==> src/rtl/seg_scan_ctrl_pkg.sv <==
// seg_pkg: shared constants and helpers for the seven-segment scan controller.
//   SEG_PAT_0..9 : active-high {a,b,c,d,e,f,g} patterns, bit 6 = a
//   SEG_BLANK    : all segments off (active-high)
//   conv_state_e : converter FSM states
//   bcd_to_seg() : digit -> active-high pattern, blank for non-decimal codes
package seg_pkg;

   localparam logic [6:0] SEG_PAT_0 = 7'b1111110;
   localparam logic [6:0] SEG_PAT_1 = 7'b0110000;
   localparam logic [6:0] SEG_PAT_2 = 7'b1101101;
   localparam logic [6:0] SEG_PAT_3 = 7'b1111001;
   localparam logic [6:0] SEG_PAT_4 = 7'b0110011;
   localparam logic [6:0] SEG_PAT_5 = 7'b1011011;
   localparam logic [6:0] SEG_PAT_6 = 7'b1011111;
   localparam logic [6:0] SEG_PAT_7 = 7'b1110000;
   localparam logic [6:0] SEG_PAT_8 = 7'b1111111;
   localparam logic [6:0] SEG_PAT_9 = 7'b1111011;
   localparam logic [6:0] SEG_BLANK = 7'h00;

   // number of shift-and-add-3 steps for a 6-bit input
   localparam int CONV_STEPS = 6;

   typedef enum logic {
      IDLE = 1'b0,
      CONV = 1'b1
   } conv_state_e;

   function automatic logic [6:0] bcd_to_seg(input logic [3:0] d);
      logic [6:0] p;
      case (d)
         4'd0:    p = SEG_PAT_0;
         4'd1:    p = SEG_PAT_1;
         4'd2:    p = SEG_PAT_2;
         4'd3:    p = SEG_PAT_3;
         4'd4:    p = SEG_PAT_4;
         4'd5:    p = SEG_PAT_5;
         4'd6:    p = SEG_PAT_6;
         4'd7:    p = SEG_PAT_7;
         4'd8:    p = SEG_PAT_8;
         4'd9:    p = SEG_PAT_9;
         default: p = SEG_BLANK;
      endcase
      return p;
   endfunction

endpackage

==> src/rtl/seg_scan_ctrl_if.sv <==
// seg_scan_ctrl_if: value-load handshake plus display pin bundle.
//   load  : request to display value (master -> slave)
//   value : 6-bit binary value 0..63 (master -> slave)
//   ready : slave can accept a load
//   seg_n : segments {a..g}, bit 6 = a, active-low
//   an_n  : digit enables, bit 0 = ones, bit 1 = tens, active-low
interface seg_scan_ctrl_if;
   logic       load;
   logic [5:0] value;
   logic       ready;
   logic [6:0] seg_n;
   logic [1:0] an_n;

   modport master (output load, value, input  ready, seg_n, an_n);
   modport slave  (input  load, value, output ready, seg_n, an_n);
endinterface

==> src/rtl/seg_scan_ctrl_bin2bcd_seq.sv <==
// bin2bcd_seq: sequential 6-bit double-dabble converter.
//   clk, rst : clock, synchronous active-high reset
//   start    : capture bin and begin converting (honoured in IDLE only)
//   bin      : 6-bit binary input
//   done     : high in the cycle whose clock edge completes step 6
//   tens/ones: result digits, valid while done is high
module bin2bcd_seq
   import seg_pkg::*;
(
   input  logic       clk,
   input  logic       rst,
   input  logic       start,
   input  logic [5:0] bin,
   output logic       done,
   output logic [3:0] tens,
   output logic [3:0] ones
);

   conv_state_e state_q, state_d;
   logic [2:0]  cnt_q, cnt_d;
   logic [5:0]  sh_q, sh_d;
   logic [7:0]  bcd_q, bcd_d;

   logic [7:0]  adj;
   logic [13:0] shifted;

   always_comb begin
      // add 3 to any nibble >= 5, then shift the whole {bcd, bin} chain left
      adj = bcd_q;
      if (bcd_q[3:0] >= 4'd5) adj[3:0] = bcd_q[3:0] + 4'd3;
      if (bcd_q[7:4] >= 4'd5) adj[7:4] = bcd_q[7:4] + 4'd3;
      shifted = {adj[6:0], sh_q, 1'b0};

      state_d = state_q;
      cnt_d   = cnt_q;
      sh_d    = sh_q;
      bcd_d   = bcd_q;
      done    = 1'b0;

      case (state_q)
         IDLE: begin
            if (start) begin
               sh_d    = bin;
               bcd_d   = 8'h00;
               cnt_d   = 3'd0;
               state_d = CONV;
            end
         end
         CONV: begin
            bcd_d = shifted[13:6];
            sh_d  = shifted[5:0];
            cnt_d = cnt_q + 3'd1;
            if (cnt_q == 3'(CONV_STEPS - 1)) begin
               done    = 1'b1;
               state_d = IDLE;
            end
         end
         default: state_d = IDLE;
      endcase
   end

   // result is taken from the step being committed so the caller can
   // latch it on the same edge
   assign tens = bcd_d[7:4];
   assign ones = bcd_d[3:0];

   always_ff @(posedge clk) begin
      if (rst) begin
         state_q <= IDLE;
         cnt_q   <= 3'd0;
         sh_q    <= 6'd0;
         bcd_q   <= 8'h00;
      end else begin
         state_q <= state_d;
         cnt_q   <= cnt_d;
         sh_q    <= sh_d;
         bcd_q   <= bcd_d;
      end
   end

endmodule

==> src/rtl/seg_scan_ctrl.sv <==
// seg_scan_ctrl: accepts a 6-bit value over a load/ready handshake, converts
// it to two BCD digits and time-multiplexes them onto a shared active-low
// segment bus.
//   clk, rst : clock, synchronous active-high reset
//   bus      : seg_scan_ctrl_if.slave (load, value, ready, seg_n, an_n)
// Parameters: SCAN_DIV cycles per digit slot (>= 4), GUARD blanking cycles at
// the start of each slot (< SCAN_DIV).
// Build option: SEG_SCAN_BLANK_LZ_EN blanks the tens slot when tens digit is 0.
module seg_scan_ctrl
   import seg_pkg::*;
#(
   parameter int SCAN_DIV = 1000,
   parameter int GUARD    = 2
)(
   input  logic        clk,
   input  logic        rst,
   seg_scan_ctrl_if.slave bus
);

   localparam int DIV_W = (SCAN_DIV > 1) ? $clog2(SCAN_DIV) : 1;

   logic             ready_q, ready_d;
   logic [3:0]       tens_q, tens_d;
   logic [3:0]       ones_q, ones_d;
   logic [DIV_W-1:0] div_q, div_d;
   logic             sel_q, sel_d;
   logic [6:0]       seg_n_q, seg_n_d;
   logic [1:0]       an_n_q, an_n_d;

   logic       accept;
   logic       conv_done;
   logic [3:0] conv_tens, conv_ones;
   logic [3:0] digit;
   logic       blank;

   assign accept = bus.load & ready_q;

   bin2bcd_seq u_bin2bcd (
      .clk   (clk),
      .rst   (rst),
      .start (accept),
      .bin   (bus.value),
      .done  (conv_done),
      .tens  (conv_tens),
      .ones  (conv_ones)
   );

   // handshake and digit commit
   always_comb begin
      ready_d = ready_q;
      tens_d  = tens_q;
      ones_d  = ones_q;
      if (accept) ready_d = 1'b0;
      if (conv_done) begin
         ready_d = 1'b1;
         tens_d  = conv_tens;
         ones_d  = conv_ones;
      end
   end

   // free-running scanner; outputs are computed from next-state values so the
   // registered pins line up with div_q/sel_q
   always_comb begin
      div_d = div_q + DIV_W'(1);
      sel_d = sel_q;
      if (div_q == DIV_W'(SCAN_DIV - 1)) begin
         div_d = '0;
         sel_d = ~sel_q;
      end

      digit = sel_d ? tens_d : ones_d;
      blank = (32'(div_d) < 32'(GUARD));
`ifdef SEG_SCAN_BLANK_LZ_EN
      if (sel_d && (tens_d == 4'd0)) blank = 1'b1;
`endif
      if (blank) begin
         seg_n_d = 7'h7F;
         an_n_d  = 2'b11;
      end else begin
         seg_n_d = ~bcd_to_seg(digit);
         an_n_d  = sel_d ? 2'b01 : 2'b10;
      end
   end

   always_ff @(posedge clk) begin
      if (rst) begin
         ready_q <= 1'b1;
         tens_q  <= 4'd0;
         ones_q  <= 4'd0;
         div_q   <= '0;
         sel_q   <= 1'b0;
         seg_n_q <= 7'h7F;
         an_n_q  <= 2'b11;
      end else begin
         ready_q <= ready_d;
         tens_q  <= tens_d;
         ones_q  <= ones_d;
         div_q   <= div_d;
         sel_q   <= sel_d;
         seg_n_q <= seg_n_d;
         an_n_q  <= an_n_d;
      end
   end

   assign bus.ready = ready_q;
   assign bus.seg_n = seg_n_q;
   assign bus.an_n  = an_n_q;

endmodule
==> src/flat_wrapper.sv <==
// flat-port wrapper written by rule: the top's interface ports become plain ports
module seg_scan_ctrl_flat import seg_pkg::*;
#(
   parameter int SCAN_DIV = 1000,
   parameter int GUARD    = 2
)
  (clk, rst, bus_load, bus_value, bus_ready, bus_seg_n, bus_an_n);
  seg_scan_ctrl_if bus_i ();
  input  logic clk;
  input  logic rst;
  input wire logic [$bits(bus_i.load)-1:0] bus_load;
  input wire logic [$bits(bus_i.value)-1:0] bus_value;
  output wire logic [$bits(bus_i.ready)-1:0] bus_ready;
  output wire logic [$bits(bus_i.seg_n)-1:0] bus_seg_n;
  output wire logic [$bits(bus_i.an_n)-1:0] bus_an_n;
  assign bus_i.load = bus_load;
  assign bus_i.value = bus_value;
  assign bus_ready = bus_i.ready;
  assign bus_seg_n = bus_i.seg_n;
  assign bus_an_n = bus_i.an_n;
  seg_scan_ctrl #(.SCAN_DIV(SCAN_DIV), .GUARD(GUARD)) u_core (.clk(clk), .rst(rst), .bus(bus_i));
endmodule
==> config.mk <==
export PLATFORM = sky130hd
export DESIGN_NAME = seg_scan_ctrl_flat
export DESIGN_NICKNAME = d
export VERILOG_FILES = /design/src/rtl/seg_scan_ctrl_pkg.sv /design/src/rtl/seg_scan_ctrl_if.sv /design/src/rtl/seg_scan_ctrl_bin2bcd_seq.sv /design/src/rtl/seg_scan_ctrl.sv /design/src/flat_wrapper.sv
export SDC_FILE = /design/constraint.sdc
export NUM_CORES = 1
export LEC_CHECK = 0
export CAP_MARGIN = 30
export CORE_MARGIN = 2
export CORE_UTILIZATION = 35
export DETAILED_ROUTE_END_ITERATION = 6
export PLACE_DENSITY = 0.55
export SETUP_SLACK_MARGIN = 0.2
export SYNTH_ARGS = -nofsm -noshare
export SYNTH_HDL_FRONTEND = slang
export SYNTH_SLANG_ARGS = --single-unit
==> constraint.sdc <==
create_clock -name clk -period 3.7 [get_ports clk]
set_input_delay 0.74 -clock clk [delete_from_list [all_inputs] [get_ports clk]]
set_output_delay 0.74 -clock clk [all_outputs]
set_load 0.01 [all_outputs]
Word level (Yosys, flattened, before mapping)

Memory sizes are Yosys's and may differ from the RTL's.
Cells that the tools add are included.

Bitwise logic cells: 4
Muxes and demuxes: 20
Reductions and logical operators: 2
$add $sub $neg: 4
Equality and inequality tests: 3
Magnitude comparators: 3

Operators with widths:

| kind                                                                                | number |
|---|---|
| 4-bit two-way mux                                                                   | 4 |
| 8-bit case mux with 2 select lines                                                  | 1 |
| 6-bit case mux with 2 select lines                                                  | 1 |
| 10-bit by 1-bit adder with 10-bit output, second input constant                     | 1 |
| 10-bit == test, second input constant                                               | 1 |
| 10-bit by 2-bit < comparator with 1-bit output, second input constant               | 1 |
| 10-bit two-way mux                                                                  | 1 |
| 4-bit by 3-bit greater-or-equal comparator with 1-bit output, second input constant | 2 |
| 8-bit two-way mux                                                                   | 1 |
| 7-bit two-way mux                                                                   | 1 |
| 7-bit inverter                                                                      | 1 |
| 3-bit two-way mux                                                                   | 2 |
| 6-bit two-way mux                                                                   | 1 |
| 3-bit case mux with 2 select lines                                                  | 1 |
| 1-bit two-way mux                                                                   | 5 |
| 4-bit by 2-bit adder with 4-bit output, second input constant                       | 1 |
| 2-bit OR reduction                                                                  | 2 |
| 3-bit by 1-bit adder with 3-bit output, second input constant                       | 1 |
| 3-bit by 2-bit adder with 3-bit output, second input constant                       | 1 |
| 3-bit == test, second input constant                                                | 1 |
| 2-bit two-way mux                                                                   | 1 |
| 2-bit by 1-bit inequality test with 1-bit output, second input constant             | 1 |
| 1-bit inverter                                                                      | 2 |
| 1-bit case mux with 2 select lines                                                  | 1 |
| 1-bit bitwise AND                                                                   | 1 |

Memories: 1
Logic and storage cells: 48
Memory bits (read-only): 112
Bits in registers: 47

Memory list:

| name             | depth | bits a word | rd ports | clocked after Yosys merged registers in | write ports | RTL line                | text |
|---|---|---|---|---|---|---|---|
| (name not given) | 16    | 7           | 1        | 0                                       | 0           | seg_scan_ctrl_pkg.sv:30 | `case (d)` |

Depth between registers and ports, before layout

Gate-level depths: netlist of run 1.
An unclocked memory read counts as a cell.

Word-level depth: 8
Gate-level depth with buffers: 12
Mapped depth without buffers: 12

Hierarchy

From an unflattened synthesis of run 1, not the netlist that was laid out.

Cell total of the unflattened synthesis: 273
Area total of the unflattened synthesis: 2529.9 um2

By module, submodules not included:

| module        | area an instance (um2) | cells an instance | instances |
|---|---|---|---|
| seg_scan_ctrl | 1519.0                 | 154               | 1 |
| bin2bcd_seq   | 1011.0                 | 119               | 1 |

Worst setup path before layout of run 1

No wires, ideal clock.

Path kind: reg2reg
Start point: register u_core.div_q[0]
End point: register u_core.seg_n_q[3] (netlist: u_core.bus.seg_n[3])
Stages on the path, launching flop included: 12
Path slack: 1.072 ns
Library setup time: 0.070 ns
Clock period less this slack: 2.628 ns
Arrival: 2.558 ns
Path through: dfxtp_1 > ha_1 > buf_2 > nand4b_2 > o31a_1 > or2_1 > buf_6 > mux4_2 > inv_1 > ha_1 > o21a_1 > a21oi_1

Word-level cells in the longest chain between the ends: 6
Elaborated cells on any way between the ends: 10

Ends and longest elaborated chain:

| element                                                                                          | RTL line             | text |
|---|---|---|
| start: declaration                                                                               | seg_scan_ctrl.sv:25  | `logic [DIV_W-1:0] div_q, div_d;` |
| start signal: assignment                                                                         | seg_scan_ctrl.sv:98  | `div_q <= div_d;` |
| parallel branches: the longest is 6 deep, another holds 10-bit by 1-bit adder with 10-bit output | -                    |  |
| end signal: assignment                                                                           | seg_scan_ctrl.sv:100 | `seg_n_q <= seg_n_d;` |
| end: declaration                                                                                 | seg_scan_ctrl.sv:27  | `logic [6:0] seg_n_q, seg_n_d;` |

Parallel ways; which one is timed is not known. The select of a mux whose other input is x is not followed.
A chain may end at the register's enable or synchronous reset.

Final worst setup path of run 1

Ends and elaborated chain as after synthesis.

==> results of run 1 <==
-- power groups by stage --
stage | Clock [mW] | Combinational [mW] | Sequential [mW]
after CTS | 0.318 | 0.126 | 0.545
after global routing | 0.338 | 0.139 | 0.548
after global placement | 0 | 0.126 | 0.557
after floorplan | 0 | 0.0620 | 0.562
after detailed placement | 0 | 0.126 | 0.557
final | 0.307 | 0.124 | 0.545
-- critical path: stages, from the launching register on --
cell	delay, ps
dfxtp_1	360
ha_1	320
nand4b_2	220
nor4_1	340
or2_1	320
mux4_2	630
inv_1	130
ha_1	250
o21a_1	190
a21oi_1	120
-- stage by stage --
step                setup WS (ps)  utilization (%)  instance area [µm²]
finish                        746             41.5                 2660
global route                  410             41.5                 2660
CTS                           737             41.5                 2660
detailed placement            736             40.2                 2580
global placement              758             40.2                 2580
floorplan                    1070                -                 2360
-- cell families after synthesis --
family	after synthesis	share of synthesized area, %
compound gates	67	18.4
xor+xnor	9	3.34
fa+ha+maj	12	6.36
buf+inv	33	5.89
flops	47	39.9
mux	6	3.13
simple gates	111	23.0
-- worst paths after layout --
kind / from / end / slack [ps] / cells past startpoint
worst max-delay path: u_core.div_q[0] / u_core.bus.seg_n[3] / 750 / 9
worst max register to register: u_core.div_q[0] / u_core.bus.seg_n[3] / 750 / 9
worst min-delay path: u_core.div_q[0] / u_core.div_q[0] / 450 / 1
worst min register to register: u_core.div_q[0] / u_core.div_q[0] / 450 / 1
-- state kept, by name (all words and copies together) (netlist names) --
name	count
u_core.u_bin2bcd.state_q	1
u_core.u_bin2bcd.cnt_q	3
u_core.bus.seg_n	7
u_core.sel_q	1
u_core.bus.an_n	2
u_core.tens_q	4
u_core.ones_q	4
u_core.u_bin2bcd.sh_q	6
u_core.div_q	10
u_core.u_bin2bcd.bcd_q	8
u_core.bus.ready	1
-- layout make-up --
cell class / instances / area [µm²]
Clock buffer: 5 / 68.8
Clock inverter: 3 / 15.0
Fill cell: 654 / 3760
Inverter: 14 / 52.6
Multi-Input combinational cell: 205 / 1280
Sequential cell: 47 / 941
Tap cell: 77 / 96.3
Timing Repair Buffer: 22 / 210
-- placed cells by master (no fill, tap or decap), drive strengths merged, types with 4 or more instances in the layout --
master,instances
and3,5
a22oi,6
mux2i,4
buf,4
clkdlybuf4s50,18
nand2,30
xnor2,8
nand2b,6
or3,4
and2,6
ha,12
inv,14
a21oi,27
nand3,12
dfxtp,47
nor3,8
clkbuf,5
nor2,30
a31oi,6
o21ai,8
o21a,6
-- metal layers --
layer / wire (µm) / track usage [%] / share of wire (%) / vias to the layer above
li1: - / - / - / 997
met1: 2260 / 19.0 / 49 / 862
met2: 2020 / 21.4 / 44 / 34
met3: 233 / 3.66 / 5.1 / 5
met4: 70 / 4.76 / 1.5 / 0
met5: 0 / 0 / 0 / -
==> impl_metrics.env, run 1 <==
export IMPL_maxSlewViolCount=0
export IMPL_cp_max_fo=7
export IMPL_finalCritPeriodShare_pct=79.8
export IMPL_netlist_area_um2=2360
export IMPL_syn_instance_count=285
export IMPL_dr_pass1_iters=4
export IMPL_async_flop_share_pct=0
export IMPL_drt_total_wl_um=4590
export IMPL_clockRootBuffer="clkbuf_8"
export IMPL_power_density_nw_per_um2=366
export IMPL_die_w_um=86.1
export IMPL_cp_arrival_ps=3190
export IMPL_insertion_delay_ps=300
export IMPL_gp_congestion=0.773
export IMPL_rsz0062_at_grt="false"
export IMPL_cts_resized=0
export IMPL_dieArea_um2=7410
export IMPL_synth_flop_cell="dfxtp_1"
export IMPL_core_area_um2=6420
export IMPL_fmax_mhz=339
export IMPL_finalNonFillerCells=373
export IMPL_cts_max_level=2
export IMPL_hold_class="reg -> reg"
export IMPL_cts_buffers=5
export IMPL_worst_pin_slew_ps=584
export IMPL_seq_area_frac_synth_pct=39.9
export IMPL_synth_seq_cells=47
export IMPL_hold_viol_final=0
export IMPL_setup_viol=0
export IMPL_cts_hold_fix_buffers=0
export IMPL_yosysMostFrequentCell="dfxtp_1"
export IMPL_run_status="completed"
export IMPL_drt_initial_drc_count=88
export IMPL_initial_core_util_pct=36.7
export IMPL_clock_skew_ps=6.71
export IMPL_min_period_ps=2950
export IMPL_numClockSinks=47
export IMPL_grt_pass1_wl_um=8400
export IMPL_ys_warn_count=0
export IMPL_cp_start_kind="flop"
export IMPL_combPwrFrac_pct=12.7
export IMPL_ys_top_cells_by_count="dfxtp_1 (47), nand2_1 (30), nor2_1 (30)"
export IMPL_antenna_found_initial=0
export IMPL_drv_cap=0
export IMPL_power_leakage_nw=1.03
export IMPL_end_kind="flop"
export IMPL_p_seq_share_pct=55.8
export IMPL_cts_buffer_depth=2
export IMPL_diodes=0
export IMPL_avgSynthCellArea_um2=8.28
export IMPL_hpwl_um=3260
export IMPL_synth_top_cell_area_share_pct=39.9
export IMPL_viasPerCell=5.09
export IMPL_first_global_vias=1820
export IMPL_synth_area_leaders="dfxtp_1 (40%), ha_1 (6.4%), a21oi_1 (5.7%)"
export IMPL_power_frac_clock_pct=31.4
export IMPL_ir_drop_v=0.000114
export IMPL_syn_to_final_growth_pct=12.9
export IMPL_postCtsSetupRepairBufs=0
export IMPL_clkSlewWorstSetupHoldPaths_ps=90
export IMPL_power_mw=0.976
export IMPL_routedWlPerCell_um=12.3
export IMPL_max_slew_margin_pct=61.0
export IMPL_overflow=0
export IMPL_rows=29
export IMPL_timing_hold_ws_ps=452
export IMPL_placed_cells=365
export IMPL_layout_drive_gt1_share_pct=7.09
export IMPL_ys_types=50
export IMPL_fin_setup_tns_ps=0
export IMPL_io_buffer_count=18
export IMPL_path_class="reg -> reg"
export IMPL_internal_power_mw=0.727
export IMPL_synth_edf_count=0
export IMPL_swShare_pct=25.6
export IMPL_die_height_um=86.1
export IMPL_via_count=1898
export IMPL_yosys_area_top_type="dfxtp_1"
export IMPL_required_ps=3940
export IMPL_track_usage_pct=14.0
export IMPL_drc=0
export IMPL_io_pins=19
export IMPL_power_switching_mw=0.249
export IMPL_nets=316
export IMPL_ant_nets=0
export IMPL_grt_max_degree=28
export IMPL_cts_tree="done"
export IMPL_syn_num_nets=306
Power figures use the tool's default switching activity.
==> inputs of run 2 (changes only) <==
==> constraint.sdc (replaced) <==
create_clock -name clk -period 2.8 [get_ports clk]
set_input_delay 0.56 -clock clk [delete_from_list [all_inputs] [get_ports clk]]
set_output_delay 0.56 -clock clk [all_outputs]
set_load 0.01 [all_outputs]
==> impl_metrics.env, run 2 (synthesis gave the netlist of run 1 again) <==
export IMPL_fmax_mhz=400
export IMPL_hold_class="reg -> reg"
export IMPL_nets=334
export IMPL_antenna_found_initial=0
export IMPL_layout_commonest_cell="dfxtp_1"
export IMPL_clock_skew_ps=7.90
export IMPL_clockRootBuffer="clkbuf_8"
export IMPL_cts_hold_fix_buffers=0
export IMPL_rsz0062_at_grt="false"
export IMPL_viasPerCell=5.00
export IMPL_die_w_um=86.1
export IMPL_rows=29
export IMPL_routedWlPerCell_um=12.2
export IMPL_crit_path_cell_trace="ha_4 > nand4b_4 > o31a_1 > or2_4 > mux4_2 > buf_4 > ha_1 > nor3_1 > o31ai_1"
export IMPL_cp_max_fo=5
export IMPL_setup_viol=0
export IMPL_die_height_um=86.1
export IMPL_cp_arrival_ps=2680
export IMPL_layout_common_cells="dfxtp_1 (45), nor2_1 (30), nand2_1 (30), a21oi_1 (26), buf_4 (22)"
export IMPL_io_buffer_count=18
export IMPL_dr_pass1_iters=5
export IMPL_required_ps=2980
export IMPL_overflow=0
export IMPL_core_area_um2=6420
export IMPL_maxSlewViolCount=0
export IMPL_track_usage_pct=13.7
export IMPL_hpwl_um=3440
export IMPL_largest_register_ffs=10
export IMPL_initial_core_util_pct=36.7
export IMPL_min_period_ps=2500
export IMPL_path_class="reg -> reg"
export IMPL_max_slew_margin_pct=65.0
export IMPL_ir_drop_v=0.000190
export IMPL_first_global_vias=1815
export IMPL_finalCritPeriodShare_pct=89.3
export IMPL_power_leakage_nw=1.14
export IMPL_cts_tree="done"
export IMPL_ant_nets=0
export IMPL_grt_pass1_wl_um=8240
export IMPL_drv_cap=0
export IMPL_via_count=1956
export IMPL_hold_viol_final=0
export IMPL_drc=0
export IMPL_cts_buffers=5
export IMPL_dieArea_um2=7410
export IMPL_syn_to_final_growth_pct=21.3
export IMPL_numClockSinks=47
export IMPL_cts_buffer_depth=2
export IMPL_cp_start_kind="flop"
export IMPL_fin_setup_tns_ps=0
export IMPL_cp_slowest_stage_delay_ps=490
export IMPL_clkSlewWorstSetupHoldPaths_ps=90
export IMPL_run_status="completed"
export IMPL_layout_drive_gt1_share_pct=14.3
export IMPL_regMostFlops="u_core.div_q"
export IMPL_end_kind="flop"
export IMPL_insertion_delay_ps=290
export IMPL_diodes=0
export IMPL_grt_max_degree=30
export IMPL_timing_hold_ws_ps=448
export IMPL_io_pins=19
export IMPL_power_density_nw_per_um2=469
export IMPL_drt_total_wl_um=4780
export IMPL_worst_pin_slew_ps=524
export IMPL_drt_initial_drc_count=58
export IMPL_gp_congestion=0.795
export IMPL_crit_slowest_cell="mux4_2"
export IMPL_cts_max_level=2
## run 2: what timing repair did
| action | CTS | global route |
|---|---|---|
| setup endpoints to repair | 1 | 6 |
| buffers inserted | 0 | 4 |
| pin swaps | 0 | 1 |
| gates resized for setup | 1 | 9 |
## run 2: metal layers
layer / up-vias / part of all wire, % / global-route usage, %
met5: - / 0 / 0
met4: 0 / 0.98 / 3.90
li1: 1035 / - / -
met2: 20 / 45 / 21.4
met3: 5 / 2.6 / 2.89
met1: 896 / 52 / 19.2
## run 2: worst max-delay path: cells and delay by family (launching register included)
kind | cells | cell delay [ps]
simple gates | 3 | 610
mux | 1 | 490
compound gates | 2 | 420
flops | 1 | 370
fa+ha+maj | 2 | 330
buf+inv | 1 | 170
## run 2: metrics by stage
stage	util [%]	area, µm²	total power, mW	setup slack, ps	instances
4_1_cts	43.6	2800	1.36	212	387
3_5_place_dp	41.9	2690	0.910	167	379
5_1_grt	44.6	2860	1.41	192	391
2_1_floorplan	-	2370	0.825	225	285
6_report	44.6	2860	1.34	300	391
3_3_place_gp	41.9	2690	0.910	184	379
## run 2: final cells by class
class / instances / area [µm²]
clock buffers: 8 / 100
fillers: 632 / 3560
inverters: 14 / 52.6
multi-input cells: 205 / 1320
flip-flops and latches: 47 / 946
well taps: 77 / 96.3
repair buffers: 40 / 345
## run 2: path summary, 6_finish.rpt
path,slack [ps],depth (start not counted),end,startpoint
hold reg to reg,450,1,u_core.div_q[0],u_core.div_q[0]
setup reg to reg,300,9,u_core.bus.seg_n[1],u_core.div_q[0]
hold / removal,450,1,u_core.div_q[0],u_core.div_q[0]
setup / recovery,300,9,u_core.bus.seg_n[1],u_core.div_q[0]
## run 2: power by group
| group | leakage [nW] | switching, mW | total [mW] | internal, mW |
|---|---|---|---|---|
| Clock | 0.0515 | 0.220 | 0.446 | 0.226 |
| Sequential | 0.384 | 0.0152 | 0.718 | 0.703 |
| Combinational | 0.704 | 0.0838 | 0.178 | 0.0938 |
